[config.mk]
export PLATFORM = sky130hd
export DESIGN_NAME = fsm_input_ctrl
export DESIGN_NICKNAME = d
export VERILOG_FILES = /design/src/rtl/fsm_ctrl_pkg.sv /design/src/rtl/sync2.sv /design/src/rtl/fsm_input_ctrl.sv
export SDC_FILE = /design/constraint.sdc
export NUM_CORES = 1
export LEC_CHECK = 0
export CORE_ASPECT_RATIO = 0.9
export CORE_MARGIN = 4
export CORE_UTILIZATION = 45
export CTS_CLUSTER_DIAMETER = 150
export DETAILED_ROUTE_END_ITERATION = 12
export GPL_TIMING_DRIVEN = 1
export PLACE_DENSITY = 0.64
export SETUP_SLACK_MARGIN = 0.2
export SYNTH_ARGS = -nofsm -noshare
export SYNTH_HDL_FRONTEND = slang
export SYNTH_HIERARCHICAL = 1
export SYNTH_SLANG_ARGS = --single-unit
[constraint.sdc]
create_clock -name clk -period 1.9 [get_ports clk]
set_clock_uncertainty 0.2 [all_clocks]
set_input_delay 0.38 -clock clk [delete_from_list [all_inputs] [get_ports clk]]
set_output_delay 0.38 -clock clk [all_outputs]
set_load 0.05 [all_outputs]
[src/rtl/fsm_ctrl_pkg.sv]
// Shared types and constants for the LED FSM input-conditioning block.
package fsm_ctrl_pkg;

   typedef enum logic [1:0] {
      StIdle      = 2'd0,
      StDbPress   = 2'd1,
      StPressed   = 2'd2,
      StDbRelease = 2'd3
   } db_state_t;

   localparam int unsigned SW_W = 3;
   localparam int unsigned DB_CYCLES_DEFAULT = 50000;

endpackage

[src/rtl/sync2.sv]
// Parameterised-width two-flop synchroniser for asynchronous pin inputs.
module sync2 #(
   parameter int unsigned Width = 1
) (
   input  logic             clk,
   input  logic             rst_n,
   input  logic [Width-1:0] d,
   output logic [Width-1:0] q
);

   logic [Width-1:0] meta_q;
   logic [Width-1:0] sync_q;

   always_ff @(posedge clk or negedge rst_n) begin
      if (!rst_n) begin
         meta_q <= '0;
         sync_q <= '0;
      end else begin
         meta_q <= d;
         sync_q <= meta_q;
      end
   end

   assign q = sync_q;

endmodule

[src/rtl/fsm_input_ctrl.sv]
// Button debouncer and switch latch feeding the LED FSM core: one pulse per accepted press,
// with the switch value frozen on that same edge.
module fsm_input_ctrl
   import fsm_ctrl_pkg::*;
#(
   parameter int unsigned DB_CYCLES = DB_CYCLES_DEFAULT,
   parameter int unsigned CNT_W     = 8
) (
   input  logic             clk,
   input  logic             rst_n,
   input  logic             ena,
   input  logic             btn_raw,
   input  logic [SW_W-1:0]  sw_raw,
   output logic             btn_pulse,
   output logic [SW_W-1:0]  sw_q,
   output logic [CNT_W-1:0] press_cnt,
   output logic             busy
);

   localparam int unsigned DbW = $clog2(DB_CYCLES);
   localparam logic [DbW-1:0] DbMax = DbW'(DB_CYCLES - 1);

   logic [SW_W:0]   sync_out;
   logic            btn_s;
   logic [SW_W-1:0] sw_s;

   sync2 #(
      .Width(SW_W + 1)
   ) u_sync (
      .clk  (clk),
      .rst_n(rst_n),
      .d    ({btn_raw, sw_raw}),
      .q    (sync_out)
   );

   assign btn_s = sync_out[SW_W];
   assign sw_s  = sync_out[SW_W-1:0];

   db_state_t        state_q, state_d;
   logic [DbW-1:0]   db_cnt_q, db_cnt_d;
   logic             pulse_q, pulse_d;
   logic [SW_W-1:0]  sw_hold_q, sw_hold_d;
   logic [CNT_W-1:0] press_q, press_d;

   always_ff @(posedge clk or negedge rst_n) begin
      if (!rst_n) begin
         state_q   <= StIdle;
         db_cnt_q  <= '0;
         pulse_q   <= 1'b0;
         sw_hold_q <= '0;
         press_q   <= '0;
      end else begin
         state_q   <= state_d;
         db_cnt_q  <= db_cnt_d;
         pulse_q   <= pulse_d;
         sw_hold_q <= sw_hold_d;
         press_q   <= press_d;
      end
   end

   always_comb begin
      state_d   = state_q;
      db_cnt_d  = db_cnt_q;
      pulse_d   = 1'b0;
      sw_hold_d = sw_hold_q;
      press_d   = press_q;
      // Disable overrides everything, including a press about to be accepted.
      if (!ena) begin
         state_d  = StIdle;
         db_cnt_d = '0;
      end else begin
         unique case (state_q)
            StIdle: begin
               if (btn_s) begin
                  state_d  = StDbPress;
                  db_cnt_d = '0;
               end
            end
            StDbPress: begin
               if (!btn_s) begin
                  state_d  = StIdle;
                  db_cnt_d = '0;
               end else if (db_cnt_q == DbMax) begin
                  state_d   = StPressed;
                  db_cnt_d  = '0;
                  pulse_d   = 1'b1;
                  sw_hold_d = sw_s;
                  press_d   = press_q + CNT_W'(1);
               end else begin
                  db_cnt_d = db_cnt_q + DbW'(1);
               end
            end
            StPressed: begin
               if (!btn_s) begin
                  state_d  = StDbRelease;
                  db_cnt_d = '0;
               end
            end
            StDbRelease: begin
               if (btn_s) begin
                  state_d  = StPressed;
                  db_cnt_d = '0;
               end else if (db_cnt_q == DbMax) begin
                  state_d  = StIdle;
                  db_cnt_d = '0;
               end else begin
                  db_cnt_d = db_cnt_q + DbW'(1);
               end
            end
            default: begin
               state_d  = StIdle;
               db_cnt_d = '0;
            end
         endcase
      end
   end

   assign btn_pulse = pulse_q;
   assign sw_q      = sw_hold_q;
   assign press_cnt = press_q;
   assign busy      = (state_q != StIdle);

endmodule

==> results of run 1 <==
[what timing repair did]
| item | CTS | global route |
|---|---|---|
| resized for setup | 16 | 11 |
| setup buffers | 6 | 0 |
| endpoints found under the hold margin | 0 | 0 |
| setup endpoints to repair | 30 | 30 |
| pin swaps | 4 | 7 |
[kinds of logic (layout without fill, tap and decap cells)]
logic type      after synthesis  in the layout  share of synthesized area (%)
flops                        38             38                           51.2
fa+ha+maj                     2              2                           1.35
xor+xnor                      8              8                           3.77
simple gates                 71             71                           24.9
compound gates               31             31                           11.0
buf+inv                      18             66                           4.24
mux                           6              6                           3.50
[report_power, final]
| part | internal, mW | switching, mW |
|---|---|---|
| registers | 0.825 | 0.0104 |
| logic | 0.0912 | 0.109 |
| clock network | 0.292 | 0.272 |
[placed cells by master (no fill, tap or decap), types with 2 or more instances in the layout]
cell type and instances:
buf_6 6, a31oi_1 12, nand4_1 7, and4_1 2, nand2b_1 3, dfrtp_2 5, mux2i_1 2, or3_4 2
o21ai_1 2, and3_1 4, inv_1 8, nand2_1 11, nor3_2 5, nand4b_1 2, nand3_1 14, xor2_1 7
mux2_4 4, nor3_1 3, nor4b_4 2, buf_4 33, clkbuf_8 6, buf_12 4, or4_4 2, dfrtp_1 33
o22ai_1 4, o21ai_0 4, clkdlybuf4s50_1 6
[path summary, 6_finish.rpt]
| path | end | slack, ps | cells past startpoint |
|---|---|---|---|
| worst max-delay path | db_cnt_q[14] | 10 | 5 |
| max in group asynchronous | db_cnt_q[5] | 1030 | 2 |
| worst max register to register | db_cnt_q[14] | 10 | 5 |
| worst min-delay path | u_sync/q[0] | 160 | 0 |
| worst min register to register | u_sync/q[0] | 160 | 0 |
| min in group asynchronous | press_cnt[7] | 260 | 2 |
[synth_stat cells]
| master | n |
|---|---|
| dfrtp_1 | 38 |
| nand3_1 | 14 |
| a31oi_1 | 12 |
| nand2_1 | 12 |
| inv_1 | 8 |
| nand4_1 | 7 |
| xor2_1 | 7 |
| buf_2 | 6 |
| and3_1 | 5 |
| nor3_2 | 5 |
| mux2_1 | 4 |
| o21ai_0 | 4 |
| o22ai_1 | 4 |
| and2_1 | 3 |
| clkbuf_1 | 3 |
| nand2b_1 | 3 |
| nor3_1 | 3 |
| a21oi_1 | 2 |
| a41oi_1 | 2 |
| and4_1 | 2 |
| ha_1 | 2 |
| mux2i_1 | 2 |
| nand4b_1 | 2 |
| nor2_1 | 2 |
| nor4b_2 | 2 |
| o21ai_1 | 2 |
| or3_1 | 2 |
| or4_1 | 2 |
| a221o_1 | 1 |
| a22o_1 | 1 |
| and4b_1 | 1 |
| buf_4 | 1 |
| nand4_2 | 1 |
| nor2_4 | 1 |
| nor2b_1 | 1 |
| nor3b_2 | 1 |
| o2111ai_1 | 1 |
| o211ai_1 | 1 |
| o211ai_2 | 1 |
| or2_2 | 1 |
| or3_4 | 1 |
| xnor2_1 | 1 |
[critical path, stage by stage, from the launching register on]
cell	delay (ps)
dfrtp_1	420
buf_6	120
nand4_1	150
or3_4	450
or3_4	340
o211ai_2	130
[metrics by stage]
step / instance area (µm²) / worst slack (ps)
finish: 2520 / 13.1
global placement: 2300 / -133
CTS: 2480 / 30.0
detailed placement: 2300 / -176
floorplan: 1920 / 165
global route: 2520 / -66.3
[layer usage]
| metal | global-route usage, % | vias up | wire [µm] |
|---|---|---|---|
| met3 | 4.78 | 7 | 175 |
| met5 | 0 | - | 0 |
| li1 | - | 740 | - |
| met2 | 28.8 | 31 | 1950 |
| met4 | 8.73 | 0 | 67 |
| met1 | 24.1 | 749 | 1960 |
[cell type report]
class,instances,area share (%)
Clock inverter,1,0.199
Timing Repair Buffer,50,18.7
Inverter,8,1.19
Sequential cell,38,38.0
Multi-Input combinational cell,118,36.2
Tap cell,46,2.29
Clock buffer,7,3.43
[state kept, by name (all words and copies together), names as in the netlist]
register       count
u_sync/q           4
db_cnt_q          16
state_q            2
sw_q               3
press_cnt          8
u_sync/meta_q      4
btn_pulse          1
==> impl_results.md, run 1 <==
- Status: finished clean
- Cell count after synthesis: 174
- Max Fclk: about 0.53 GHz
- CTS Hold Buffers Added: 0
- GRT Overall Usage: 18.5%
- Clock Latency Late Sink: around 290 ps
- CTS root buf: clkbuf_8
- Worst slew pin tran: around 330 ps
- Worst Setup Start Kind: flip-flop
- CTS tree: done
- Pin count of the biggest net entering global routing: 39
- Area taken by multi-input logic gates: roughly 910 µm²
- Worst Setup SP: db_cnt_q[11]
- Total number of vias: approximately 1500
- WP data required: 1920 ps
- GP Congestion: slightly below 0.9
- Max FO, Critical Path: 4
- Min-delay src: u_sync/meta_q[0]
- Slew Viols, Final: 0
- Yosys top cell by area: dfrtp_1
- Rel. slew slack: ~78%
- RSZ-0062 raised after global routing: true
- Die area: 5220 µm²
- # DRC: 0
- Post-Layout Cell Count: about 270
- Grt ovf: 0
- I/O Pins: 20
- Clock buffer depth: 2
- Core area: 3840 µm²
- Pre-Repair DR Iteration Count: 4
- Design Power: ~1.6 mW
- Share of Yosys cell area claimed by the top area cell type: 51.2%
- Period Utilization, post-route: approximately 99%
- Hpwl dp: 2930 µm
- Critical path arrival: around 1900 ps
- P&R area growth vs syn: 35.6%
- Initial antenna violation count: 0
- Leakage: approximately 1.1 nW
- Cell variety after synth: 42
- I/O Buffers: 19
- Dpl cells: roughly 250
- H-tree depth: 2
- Vias in the first global route: between 1500 and 2000
- DR WL/cell: ~15 µm
- Max IR drop VDD: 0.512 mV
- Routed Antenna Nets: 0
- Reg-to-Reg Start: db_cnt_q[11]
- Die Y: approximately 69 µm
- Clk slew on worst S/H paths: roughly 80 ps
- Number of fill cells: ~300
- Synth warn: 6
- Via density: between 5 and 6
- Floorplan row count: 21
- Final hold slack: about 160 ps
- Antenna Cells: 0
- Syn_nets: ~180
- Worst hold path class: flip-flop to flip-flop
- Inserted Clock Buffers: 5
- # Max-Cap Violations: 0
- Syn_area_per_cell: 10.7 µm²
- WL final: between 4000 and 5000 µm
- Yosys reg bits: 38
- Global-route wire length before repair: 7220 µm
- Main area contributors after synthesis: dfrtp_1, a31oi_1, nand3_1
- Final Hold Fails: 0
- Setup Total Neg Slack: 0 ps
- Mapped Area: roughly 1900 µm²
- Area occupied by registers: 957 µm²
- Period minus WS final: between 1500 and 2000 ps
- Final setup fails: 0
- Die Width: around 76 µm
- Clk sinks: 38
- Endpoint class of the critical path: flip-flop
- Critical path class: flip-flop to flip-flop
- Post-synthesis sequential area ratio: 51.2%
- Nets@finish: 230
- Util after Layout: between 60% and 70%
- Layout cells sized above 1: 37.8%
- Initial Utilization: approximately 48%
- Pwr dens: 635 nW/µm²
- DR iter-0 viols: 135
No activity file was read; power rests on OpenSTA's default activity.
==> run 2: changes to the inputs <==
CORE_ASPECT_RATIO = 0.5   (was 0.9)
==> run 2 against run 1 <==
Effect of this change: utilization increased by 5.7 points; register-to-register slack about the same; largest cell class is now multi-input gates; critical path type unchanged; largest power group is now the clock network; non-clock buffer count up 3; sequential cell count did not move; highest routed layer unchanged; total power is 21% higher; worst hold slack better by 2.6 ps; sequential share of layout area decreased by 4.0 points.
==> impl_results.md, run 2 (synthesis results as in run 1) <==
- Critical path class: flip-flop to flip-flop
- Wl on met1: 2150 µm
- Largest register FFs: 16
- Die Width: around 99 µm
- Max Used Layer: met4
- Most frequent cells in the layout: dfrtp_1, buf_4, nand3_1
- Slew Viols, Final: 0
- Period minus WS final: ~1900 ps
- Status: finished clean
- Switching Share: between 20 and 25%
- Max IR drop VDD: around 0.37 mV
- GRT Overall Usage: between 10% and 20%
- Clk sinks: 38
- Worst hold path class: flip-flop to flip-flop
- Period Utilization, post-route: a little under 100%
- Fin area: around 2800 µm²
- Wire length on met3: roughly 270 µm
- # Max-Cap Violations: 0
- I/O Buffers: 19
- Pre-CTS setup slack: -220 ps
- Inserted Clock Buffers: 5
- Grt ovf: 0
- Post-DP Area: 2320 µm²
- Die Y: around 53 µm
- Reg with most FFs: db_cnt_q
- P&R area growth vs syn: 51.5%
- WP data required: ~1900 ps
- Clk slew on worst S/H paths: roughly 80 ps
- H-tree depth: 2
- Leakage: 1.23 nW
- Pre-Repair DR Iteration Count: 4
- CTS root buf: clkbuf_8
- Worst Setup Start Kind: flip-flop
- Max FO, Critical Path: 10
- Worst slew pin tran: roughly 450 ps
- Die area: 5280 µm²
- Max Fclk: about 0.53 GHz
- Int Power: 1.50 mW
- # DRC: 0
- GP Congestion: around 0.87
- CTS tree: done
- Via density: 5.74
- Layout cells sized above 1: 44.4%
- Final WS setup: between 9 and 10 ps
- I/O Pins: 20
- Gate power share: roughly an eighth
- Hpwl dp: between 2000 and 3000 µm
- Antenna Cells: 0
- Clock Latency Late Sink: roughly 300 ps
- Vias in the first global route: 1500
- Core area: between 3000 and 4000 µm²
- DR iter-0 viols: 137
- Endpoint class of the critical path: flip-flop
- Sw power: ~440 µW
- Final setup fails: 0
- Routed Antenna Nets: 0
- WL final: between 4000 and 5000 µm
- DR WL/cell: ~17 µm
- Pin count of the biggest net entering global routing: 23
- Initial antenna violation count: 0
- RSZ-0062 raised after global routing: true
- Clock buffer depth: 2
- Floorplan row count: 16
- Total number of vias: between 1500 and 2000
- WL met2: approximately 2300 µm
- Initial Utilization: between 40% and 50%
- Critical path arrival: between 1500 and 2000 ps
- Number of fill cells: 261
- Flop pwr share: a little over two fifths
- Nets@finish: ~230
- Pwr dens: just under 700 nW/µm²
- Clock network power share: 44.6%
- Global-route wire length before repair: between 7000 and 8000 µm
- Rel. slew slack: a little over two thirds
- Final Hold Fails: 0
==> run 2: cell count changes in the layout (fill, tap and decap cells not counted), moves of 3 or more <==
cell / delta
a31oi_1: -6
nor3_2: -3
nor3_4: +3
a31oi_4: +4
buf_12: +3
==> run 2: layout make-up <==
class | count | area (µm²) | share of cell area, %
clock buffer | 6 | 82.6 | 2.93
sequential | 38 | 958 | 34.0
clock inverter | 2 | 60.1 | 2.13
multi-input combinational | 118 | 1060 | 37.7
tap | 54 | 67.6 | 2.40
timing repair buffer | 53 | 556 | 19.7
inverter | 8 | 30.0 | 1.07
==> run 2: final timing paths <==
| check | cells after the start | startpoint | end | slack (ps) |
|---|---|---|---|---|
| worst max-delay path | 6 | db_cnt_q[11] | db_cnt_q[10] | 10 |
| worst min-delay path | 0 | u_sync/meta_q[2] | u_sync/q[2] | 160 |
| worst max register to register | 6 | db_cnt_q[11] | db_cnt_q[10] | 10 |
| worst min register to register | 0 | u_sync/meta_q[2] | u_sync/q[2] | 160 |
| max in group asynchronous | 3 | rst_n | db_cnt_q[4] | 660 |
| min in group asynchronous | 2 | rst_n | press_cnt[5] | 350 |
==> run 2: critical path, cell delays in order (launching register included) <==
cell and delay (ps):
dfrtp_1 450, nor4b_4 320, nand4_4 210, buf_6 200, clkbuf_16 160, a31oi_1 160
a31oi_1 70
==> run 2: through the flow <==
| stage | util (%) | setup TNS (ps) | hold WS (ps) | cells | power [mW] |
|---|---|---|---|---|---|
| after floorplan | - | 0 | -116 | 174 | 0.939 |
| after global placement | 58.8 | -2810 | 133 | 259 | 1.02 |
| after detailed placement | 58.8 | -3570 | 138 | 259 | 1.02 |
| after CTS | 64.6 | 0 | 161 | 273 | 1.91 |
| after global routing | 71.4 | -539 | 176 | 279 | 2.00 |
| final | 71.4 | 0 | 159 | 279 | 1.93 |
==> run 2: power groups by stage <==
| stage | Sequential (mW) | Clock (mW) | Combinational [mW] |
|---|---|---|---|
| after global placement | 0.850 | 0 | 0.170 |
| final | 0.834 | 0.861 | 0.237 |
| after global routing | 0.836 | 0.911 | 0.255 |
| after detailed placement | 0.851 | 0 | 0.173 |
| after CTS | 0.833 | 0.882 | 0.196 |
| after floorplan | 0.849 | 0 | 0.0899 |
==> run 2: layer usage <==
metal  global-route usage, %  up-vias
li1                        -      745
met1                    24.0      793
met2                    29.0       54
met3                    4.61       10
met4                    7.03        0
met5                       0        -
==> run 2: what timing repair did <==
action | 4_1_cts | 5_1_grt
endpoints found under the hold margin | 16 | 0
setup endpoints to repair | 29 | 30
setup buffers | 5 | 4
pin swaps | 3 | 17
hold buffers | 1 | 0
cloned | 0 | 2
gates resized for setup | 13 | 33
